==> src/rtl/clk_div_multi.sv <==
// clk_div_multi: multi-channel programmable clock-enable generator.
// Each channel divides clk by its own run-time divisor and emits a one-cycle tick plus a square wave.
module clk_div_multi #(
  parameter int CHANNELS    = 4,
  parameter int WIDTH       = 16,
  parameter int DEFAULT_DIV = 5,
  localparam int CHW        = (CHANNELS > 1) ? $clog2(CHANNELS) : 1
) (
  input  logic                clk,
  input  logic                rst,
  input  logic                cfg_we,
  input  logic [CHW-1:0]      cfg_ch,
  input  logic [WIDTH-1:0]    cfg_div,
  input  logic                cfg_mode,
  input  logic [CHANNELS-1:0] ch_en,
  input  logic                sync,
  output logic [CHANNELS-1:0] tick,
  output logic [CHANNELS-1:0] out,
  output logic [WIDTH-1:0]    rd_div
);

  logic [WIDTH-1:0] div_arr [CHANNELS];

  for (genvar i = 0; i < CHANNELS; i++) begin : g_ch
    logic [WIDTH-1:0] cnt_q;
    logic [WIDTH-1:0] div_q;
    logic             mode_q;
    logic             tick_q;
    logic             out_q;
    logic             cfg_hit;
    logic             at_last;

    assign cfg_hit = cfg_we && (int'(cfg_ch) == i);

    // A divisor of 0 runs like a divisor of 1, so its terminal count is 0
    assign at_last = (div_q == '0) ? (cnt_q == '0) : (cnt_q == div_q - WIDTH'(1));

    always_ff @(posedge clk) begin
      if (rst) begin
        cnt_q  <= '0;
        div_q  <= WIDTH'(DEFAULT_DIV);
        mode_q <= 1'b1;
        tick_q <= 1'b0;
        out_q  <= 1'b0;
      end else begin
        if (cfg_hit) begin
          div_q  <= cfg_div;
          mode_q <= cfg_mode;
        end
        // A write or sync restarts the channel from a clean phase; the new rate counts next cycle
        if (cfg_hit || sync) begin
          cnt_q  <= '0;
          tick_q <= 1'b0;
          out_q  <= 1'b0;
        end else if (ch_en[i]) begin
          if (at_last) begin
            cnt_q  <= '0;
            tick_q <= 1'b1;
            out_q  <= mode_q ? ~out_q : 1'b0;
          end else begin
            cnt_q  <= cnt_q + WIDTH'(1);
            tick_q <= 1'b0;
          end
        end else begin
          tick_q <= 1'b0;
        end
      end
    end

    assign tick[i]    = tick_q;
    assign out[i]     = out_q;
    assign div_arr[i] = div_q;
  end

  always_comb begin
    rd_div = '0;
    for (int i = 0; i < CHANNELS; i++) begin
      if (int'(cfg_ch) == i) rd_div = div_arr[i];
    end
  end

endmodule
==> config.mk <==
export PLATFORM = sky130hd
export DESIGN_NAME = clk_div_multi
export DESIGN_NICKNAME = d
export VERILOG_FILES = /design/src/rtl/clk_div_multi.sv
export SDC_FILE = /design/constraint.sdc
export NUM_CORES = 1
export LEC_CHECK = 0
export ABC_AREA = 1
export BUFFER_PORTS_ARGS = -buffer_cell sky130_fd_sc_hd__buf_2
export CORE_ASPECT_RATIO = 0.5
export CORE_MARGIN = 3
export CORE_UTILIZATION = 35
export CTS_CLUSTER_SIZE = 12
export DETAILED_ROUTE_END_ITERATION = 8
export MAX_ROUTING_LAYER = met4
export RECOVER_POWER = 50
export SLEW_MARGIN = 20
export SYNTH_ARGS = -nofsm -noshare
export SYNTH_HDL_FRONTEND = slang
export SYNTH_SLANG_ARGS = --single-unit
==> constraint.sdc <==
create_clock -name clk -period 5 [get_ports clk]
set_input_delay 0 -clock clk [delete_from_list [all_inputs] [get_ports clk]]
set_output_delay 0 -clock clk [all_outputs]
set_load 0.02 [all_outputs]
==> Implementation_results.wiki, run 1 <==
{| class="wikitable"
! Metric !! Value
|-
| Result of the run || complete, no violations
|-
| Unrepaired setup endpoints after global routing || no
|-
| Maximum resistive drop on vdd || 0.2264 mV
|-
| Maximum frequency from static timing analysis || 406.0 MHz
|-
| Distinct cell type count after synthesis || 39
|-
| Kind of capture point of the worst setup path || flip-flop
|-
| Sequential cell area fraction in the yosys report || 31.17%
|-
| Number of synthesized register bits || 140
|-
| Leading cell type in the layout, fill and taps excluded || sky130_fd_sc_hd__nand2_1
|-
| TritonCTS clock tree || built
|-
| Setup violations, final || 0
|-
| Number of filler cells placed in the layout || 2589
|-
| Worst path required time || 5.34 ns
|-
| Overall routed net length || 28.10 mm
|-
| Crit path buf inv count || 4
|-
| Start point of the critical path || rst
|-
| Met1 demand-to-capacity share in global routing || 29.70%
|-
| Clock net sink count || 140
|-
| Area of the placeable core || 24620 µm²
|-
| Final net count || 1512
|-
| Area of the mapped netlist || 8992 µm²
|-
| Relative max-transition margin || 25.39%
|-
| Post-Synthesis Net Count || 1459
|-
| Register-to-register path setup slack || 2.68 ns
|-
| Worst reg2reg path startpoint || g_ch[1].div_q[0]
|-
| Global-route wire length before repair || 44.59 mm
|-
| Critical-path top delay cell || sky130_fd_sc_hd__clkbuf_1
|-
| Critical Path, Cell by Cell || dlygate4sd3_1 > clkbuf_1 > inv_1 > clkbuf_1 > o21ai_0 > a21oi_1
|-
| Number of cells traversed by the worst register-to-register path || 15
|-
| Die Height || 119.3 µm
|-
| Initial antenna violation count || 0
|-
| Post-Syn Area per Cell || 6.333 µm²
|-
| Number of pins exceeding their max-slew limit in the final report || 0
|-
| Antenna cell count || 0
|-
| Instance count of the mapped netlist || 1420
|-
| Number of hold violations in the final report || 0
|-
| Highest-count cells in the layout ignoring fill and taps || sky130_fd_sc_hd__nand2_1, sky130_fd_sc_hd__nor2_1, sky130_fd_sc_hd__inv_1
|-
| Width of the die || 232.7 µm
|-
| Destination of the critical timing path || g_ch[1].div_q[14]
|-
| Total number of cells along the worst setup path || 6
|-
| Total DRC errors in the routed layout || 0
|-
| Global routing met2 resource utilization || 30.12%
|-
| Vias post-DR || 9068
|-
| Final estimated routing congestion in global placement || 0.9368
|-
| Worst clock skew on the final layout || 0.01158 ns
|-
| Site Rows || 40
|-
| Number of buffers inserted by port buffering || 50
|-
| Top flip-flop cell by instance count after synthesis || sky130_fd_sc_hd__dfxtp_1
|-
| Power after layout || 3.016 mW
|-
| Clock tree root buffer cell || sky130_fd_sc_hd__clkbuf_16
|-
| Via density || 4.980
|-
| Clock transition at the registers of the reported paths || 0.07 ns
|-
| Die footprint || 27770 µm²
|-
| Critical register-to-register path endpoint || g_ch[1].cnt_q[15]
|-
| Crit path arrival time || 2.81 ns
|-
| Busiest grt layer || met2
|-
| Share of the cycle needed by the critical path after routing || 49.26%
|-
| Starting utilization of the core area || 36.52%
|-
| Power density of the placed cells || 293.0 nW/µm²
|-
| Classification of the worst setup path || in2reg
|-
| Drt first-iter violations || 892
|-
| Maximum Capacitance Violations || 0
|-
| Leakage || 4.324 nW
|-
| Ratio of cells with drive above 1 in the final layout || 5.993%
|-
| Detail Route Antenna Nets || 0
|-
| FFs w/ async S/R, synth || 0%
|-
| Class of the worst hold path || in2reg
|-
| Count of non-filler cells in the finished layout || 1821
|-
| H-tree depth reported by CTS || 4
|-
| Fin crit period || 2.463 ns
|-
| Boundary Pins || 51
|-
| Number of buffers inserted during clock tree synthesis || 17
|-
| HPWL after detailed placement || 21.52 mm
|-
| Buffer depth of the longest clock path || 2
|-
| Detailed-route wire length per cell || 15.43 µm
|-
| Dominant delay contributor by cell family on the critical path || buffers and inverters
|-
| Overflow left after global routing || 0
|-
| Layout-stage area growth over the synthesis result || 14.46%
|-
| Count of cells along the worst hold path || 4
|-
| GR Util met3 || 3.513%
|-
| Yosys warning count || 0
|-
| Delay of the slowest cell on the worst path || 0.90 ns
|-
| Number of enable flip-flop cells after synthesis || 0
|-
| Clock Latency Late Sink || 0.44 ns
|-
| Vias in the first global route || 8286
|-
| Sort of element at the start of the critical path || input pin
|-
| Crit-path max FO || 31
|-
| Cell type with the highest occurrence count on the critical path || sky130_fd_sc_hd__clkbuf_1
|-
| Total global routing track utilization || 20.89%
|-
| Cell count after placement || 1767
|-
| Worst-margin pin slew || 1.119 ns
|-
| Maximum number of pins on one net before global-route repair || 32
|-
| Pre-Repair DR Iteration Count || 5
|-
| Final total negative setup slack || 0 ns
|}
-- stage by stage --
stage	area (µm²)	setup WS (ns)	hold WS [ns]	utilization [%]
floorplan	8992	3.063	0.1264	-
finish	10290	2.537	0.07860	41.80
global placement	9447	2.630	0.2975	38.36
global route	10290	2.244	0.1141	41.80
CTS	10330	2.719	0.05986	41.97
detailed placement	9447	2.553	0.3029	38.36
-- worst min path at each step --
| stage | startpoint | end | slack, ns |
|---|---|---|---|
| 2_1_floorplan | cfg_div[0] | g_ch[3].div_q[0] | 0.13 |
| 3_3_place_gp | rst | g_ch[2].div_q[12] | 0.30 |
| 3_5_place_dp | rst | g_ch[2].div_q[12] | 0.30 |
| 4_1_cts | cfg_we | g_ch[1].mode_q | 0.06 |
| 5_1_grt | sync | g_ch[1].cnt_q[1] | 0.11 |
| 6_report | cfg_we | g_ch[1].mode_q | 0.08 |
-- report_power, final --
part	switching, mW	leakage (nW)	total, mW	internal [mW]
Combinational	0.262	2.88	0.390	0.128
Sequential	0.0411	1.14	1.19	1.15
Clock	0.515	0.312	1.44	0.923
-- worst reg2reg max path: stages (launching register included) --
cell and delay [ns]:
sky130_fd_sc_hd__dfxtp_1 0.32, sky130_fd_sc_hd__inv_1 0.17, sky130_fd_sc_hd__ha_1 0.32, sky130_fd_sc_hd__nand2_2 0.13
sky130_fd_sc_hd__nor2_4 0.20, sky130_fd_sc_hd__nand2_1 0.10, sky130_fd_sc_hd__nand3_1 0.11, sky130_fd_sc_hd__nand2_1 0.07
sky130_fd_sc_hd__nor2_1 0.09, sky130_fd_sc_hd__nand2_1 0.06, sky130_fd_sc_hd__nor2_1 0.08, sky130_fd_sc_hd__nand3_1 0.12
sky130_fd_sc_hd__nand2_1 0.10, sky130_fd_sc_hd__nand2_2 0.09, sky130_fd_sc_hd__nand2_4 0.16, sky130_fd_sc_hd__nor2_1 0.08
-- kinds of logic after synthesis --
| group | count (synthesis) | share of synthesized area [%] |
|---|---|---|
| buffers and inverters | 231 | 10.51 |
| adder cells (fa/ha/maj) | 12 | 1.670 |
| XOR/XNOR | 83 | 8.390 |
| flip-flops | 140 | 31.17 |
| AND/OR/NAND/NOR | 762 | 36.79 |
| AO/OA/AOI/OAI | 192 | 11.48 |
-- registers in the layout, indices dropped and copies added, names as in the netlist --
register / flops
g_ch.cnt_q: 64
g_ch.div_q: 64
g_ch.mode_q: 4
g_ch.out_q: 4
g_ch.tick_q: 4
-- final cells by class --
type | instances | area, µm² | area share (%)
Clock buffer | 21 | 470.5 | 4.571
Multi-Input combinational cell | 1049 | 5245 | 50.96
Timing Repair Buffer | 75 | 454.2 | 4.413
Tap cell | 336 | 420.4 | 4.085
Clock inverter | 10 | 186.4 | 1.811
Inverter | 190 | 713.2 | 6.929
Sequential cell | 140 | 2803 | 27.23
-- routing by layer --
layer	wire length (µm)	up-vias
met5	0	-
met4	537	0
met3	1597	35
met2	11870	265
met1	14100	4141
li1	-	4627
-- cell usage after synthesis (14+ instances only) --
library cell               number  area, µm²
sky130_fd_sc_hd__nand4_1       27      168.9
sky130_fd_sc_hd__nand3b_1      14      105.1
sky130_fd_sc_hd__xor2_1        55      481.7
sky130_fd_sc_hd__nand2_1      354       1329
sky130_fd_sc_hd__clkbuf_1      23      86.33
sky130_fd_sc_hd__nand3_1       88      440.4
sky130_fd_sc_hd__xnor2_1       26      227.7
sky130_fd_sc_hd__a21oi_1       78      390.4
sky130_fd_sc_hd__nor2_1       213      799.5
sky130_fd_sc_hd__dfxtp_1      140       2803
sky130_fd_sc_hd__o21ai_0       84      420.4
sky130_fd_sc_hd__inv_1        188      705.7
sky130_fd_sc_hd__nor4_1        14      87.58
-- what timing repair did --
action,4_1_cts,5_1_grt
resized for setup,0,0
hold endpoints to repair,79,0
setup buffers,0,0
hold buffers,23,0
No activity file was read; power rests on OpenSTA's default activity.
==> run 2, diff against run 1 <==
clock period = 2.3 ns   (was 5 ns; I/O delays follow)
==> run 2 against run 1 <==
  * Power increased by 120%
  * Register-to-register slack got worse by 2.5 ns
  * First-iteration DRC count decreased by 5.6%
  * Sequential power increased by 120%
  * Utilization increased by 1.1 points
  * Design area increased by 2.5%
  * Global-route usage decreased by 0.40 points
  * Clock skew decreased by 0.0032 ns
==> Implementation_results.wiki, run 2 (synthesis gave the netlist of run 1 again) <==
{| class="wikitable"
! Metric !! Value
|-
| Via density || 4.934
|-
| Vias post-DR || 9083
|-
| Global-route wire length before repair || 44.00 mm
|-
| Clock tree root buffer cell || sky130_fd_sc_hd__clkbuf_16
|-
| HPWL after detailed placement || 21.48 mm
|-
| Core Util, Final || 42.86%
|-
| Ratio of cells with drive above 1 in the final layout || 9.037%
|-
| Crit-path max FO || 7
|-
| Worst-margin pin slew || 0.8529 ns
|-
| TritonCTS clock tree || built
|-
| Clock net sink count || 140
|-
| Met3 wirelength from detailed routing || 1.370 mm
|-
| Power density of the placed cells || 622.7 nW/µm²
|-
| Number of buffers inserted by port buffering || 50
|-
| Area of the placeable core || 24620 µm²
|-
| Overall routed net length || 27.93 mm
|-
| Relative max-transition margin || 43.14%
|-
| Die Height || 119.3 µm
|-
| Number of pins exceeding their max-slew limit in the final report || 0
|-
| Delay of the slowest cell on the worst path || 0.35 ns
|-
| Buffer depth of the longest clock path || 2
|-
| Total global routing track utilization || 20.49%
|-
| Worst reg2reg path startpoint || g_ch[2].div_q[0]
|-
| Maximum number of pins on one net before global-route repair || 29
|-
| Maximum Capacitance Violations || 0
|-
| Final net count || 1531
|-
| Result of the run || complete, no violations
|-
| Leading cell type in the layout, fill and taps excluded || sky130_fd_sc_hd__nand2_1
|-
| Dominant delay contributor by cell family on the critical path || simple AND/OR/NAND/NOR gates
|-
| Number of buffers inserted during clock tree synthesis || 17
|-
| Sort of element at the start of the critical path || flip-flop
|-
| Setup violations, final || 0
|-
| Hold Crit Start || sync
|-
| Worst path required time || 2.62 ns
|-
| Die footprint || 27770 µm²
|-
| Number of cells traversed by the worst register-to-register path || 14
|-
| Start point of the critical path || g_ch[2].div_q[0]
|-
| Initial antenna violation count || 0
|-
| Post-route worst setup slack || 0.1493 ns
|-
| Number of hold violations in the final report || 0
|-
| Detail Route Antenna Nets || 0
|-
| Width of the die || 232.7 µm
|-
| Share of the cycle needed by the critical path after routing || 93.51%
|-
| Total routed wire length on the met1 layer || 14.07 mm
|-
| Fin crit period || 2.151 ns
|-
| Pre-Repair DR Iteration Count || 5
|-
| Final total negative setup slack || 0 ns
|-
| Worst clock skew on the final layout || 0.008346 ns
|-
| Detailed-route wire length per cell || 15.17 µm
|-
| Critical-path top delay cell || sky130_fd_sc_hd__dfxtp_1
|-
| H-tree depth reported by CTS || 4
|-
| Class of the worst hold path || in2reg
|-
| Max layer used || met4
|-
| Register-to-register path setup slack || 0.15 ns
|-
| Crit path buf inv count || 2
|-
| Total DRC errors in the routed layout || 0
|-
| Site Rows || 40
|-
| Metal2 WL || 11.89 mm
|-
| Kind of capture point of the worst setup path || flip-flop
|-
| Starting utilization of the core area || 36.52%
|-
| Largest registers in the final layout || g_ch.cnt_q: 64 flops, g_ch.div_q: 64 flops
|-
| Setup slack at placement || -0.0004163 ns
|-
| Clock Latency Late Sink || 0.43 ns
|-
| Critical register-to-register path endpoint || g_ch[2].cnt_q[14]
|-
| Maximum frequency from static timing analysis || 465.0 MHz
|-
| Classification of the worst setup path || reg2reg
|-
| Overflow left after global routing || 0
|-
| Destination of the critical timing path || g_ch[2].cnt_q[14]
|-
| Highest-count cells in the layout ignoring fill and taps || sky130_fd_sc_hd__nand2_1, sky130_fd_sc_hd__nor2_1, sky130_fd_sc_hd__inv_1
|-
| Vias in the first global route || 8243
|-
| Boundary Pins || 51
|-
| Layout-stage area growth over the synthesis result || 17.35%
|-
| Total number of cells along the worst setup path || 14
|-
| Clock transition at the registers of the reported paths || 0.06 ns
|-
| Final hold slack || 0.03587 ns
|-
| Number of filler cells placed in the layout || 2595
|-
| Antenna cell count || 0
|-
| Drt first-iter violations || 842
|-
| Critical Path, Cell by Cell || inv_2 > ha_2 > nand3_2 > nor2_4 > buf_4 > nand3_1 > nand3_1 > nand4_1 > nor2_1 > nand2_1 > nand2_1 > nand2_4 > nand2_4 > nor2_1
|-
| Leakage || 4.476 nW
|-
| Final estimated routing congestion in global placement || 0.9590
|-
| Maximum resistive drop on vdd || 0.5376 mV
|-
| Crit path arrival time || 2.47 ns
|}
==> run 2: cell types whose count changed in the layout (fill, tap and decap cells not counted), moves of 3 or more <==
cell / previous run / this run
sky130_fd_sc_hd__ha_1: 12 / 8
sky130_fd_sc_hd__buf_2: 23 / 33
sky130_fd_sc_hd__clkbuf_1: 30 / 21
sky130_fd_sc_hd__nand2_4: 3 / 6
sky130_fd_sc_hd__buf_4: 0 / 15
sky130_fd_sc_hd__inv_1: 188 / 184
sky130_fd_sc_hd__inv_2: 1 / 5
sky130_fd_sc_hd__nand2_8: 0 / 4
sky130_fd_sc_hd__ha_2: 0 / 4
==> run 2: where the power goes <==
group	switching [mW]	internal, mW	total, mW
logic	0.581	0.300	0.881
registers	0.0888	2.49	2.58
clock network	1.13	1.98	3.11
==> run 2: worst min path at each step <==
stage / to / slack, ns / cells after the start
floorplan: g_ch[3].div_q[0] / 0.13 / 2
global placement: g_ch[2].div_q[8] / 0.29 / 2
detailed placement: g_ch[2].div_q[8] / 0.30 / 2
CTS: g_ch[1].cnt_q[1] / 0.04 / 4
global route: g_ch[1].cnt_q[1] / 0.06 / 4
finish: g_ch[1].cnt_q[1] / 0.04 / 4
==> run 2: through the flow <==
step                area [µm²]  power, mW  std cells
floorplan                 8992      3.198       1420
global placement          9552      3.442       1781
detailed placement        9552      3.450       1781
CTS                      10440      6.577       1836
global route             10550      6.819       1841
finish                   10550      6.571       1841
==> run 2: worst reg2reg max path: cells and delay by family, from the launching register on <==
family                   cells  cell delay, ns
AND/OR/NAND/NOR             11            1.23
flip-flops                   1            0.35
buffers and inverters        2            0.25
adder cells (fa/ha/maj)      1            0.21
==> run 2: cell type report <==
type	count	area [µm²]	area share [%]
clock buffers	21	460.4	4.363
clock inverters	11	188.9	1.790
inverters	190	713.2	6.758
multi-input cells	1052	5380	50.98
flip-flops and latches	140	2805	26.58
well taps	336	420.4	3.984
repair buffers	91	584.3	5.537
==> run 2: repair_timing <==
item / in CTS / in global routing
endpoints found under the hold margin: 85 / 0
pin swaps: 0 / 4
gates resized for setup: 1 / 27
gates cloned: 0 / 3
buffers inserted: 0 / 2
hold buffers: 23 / 0
setup endpoints to repair: 4 / 63
==> run 2: layer usage <==
layer  vias up  global-route usage, %
li1       4679                      -
met1      4121                  28.87
met2       242                  29.88
met3        41                  3.035
met4         0                  6.836
met5         -                      -
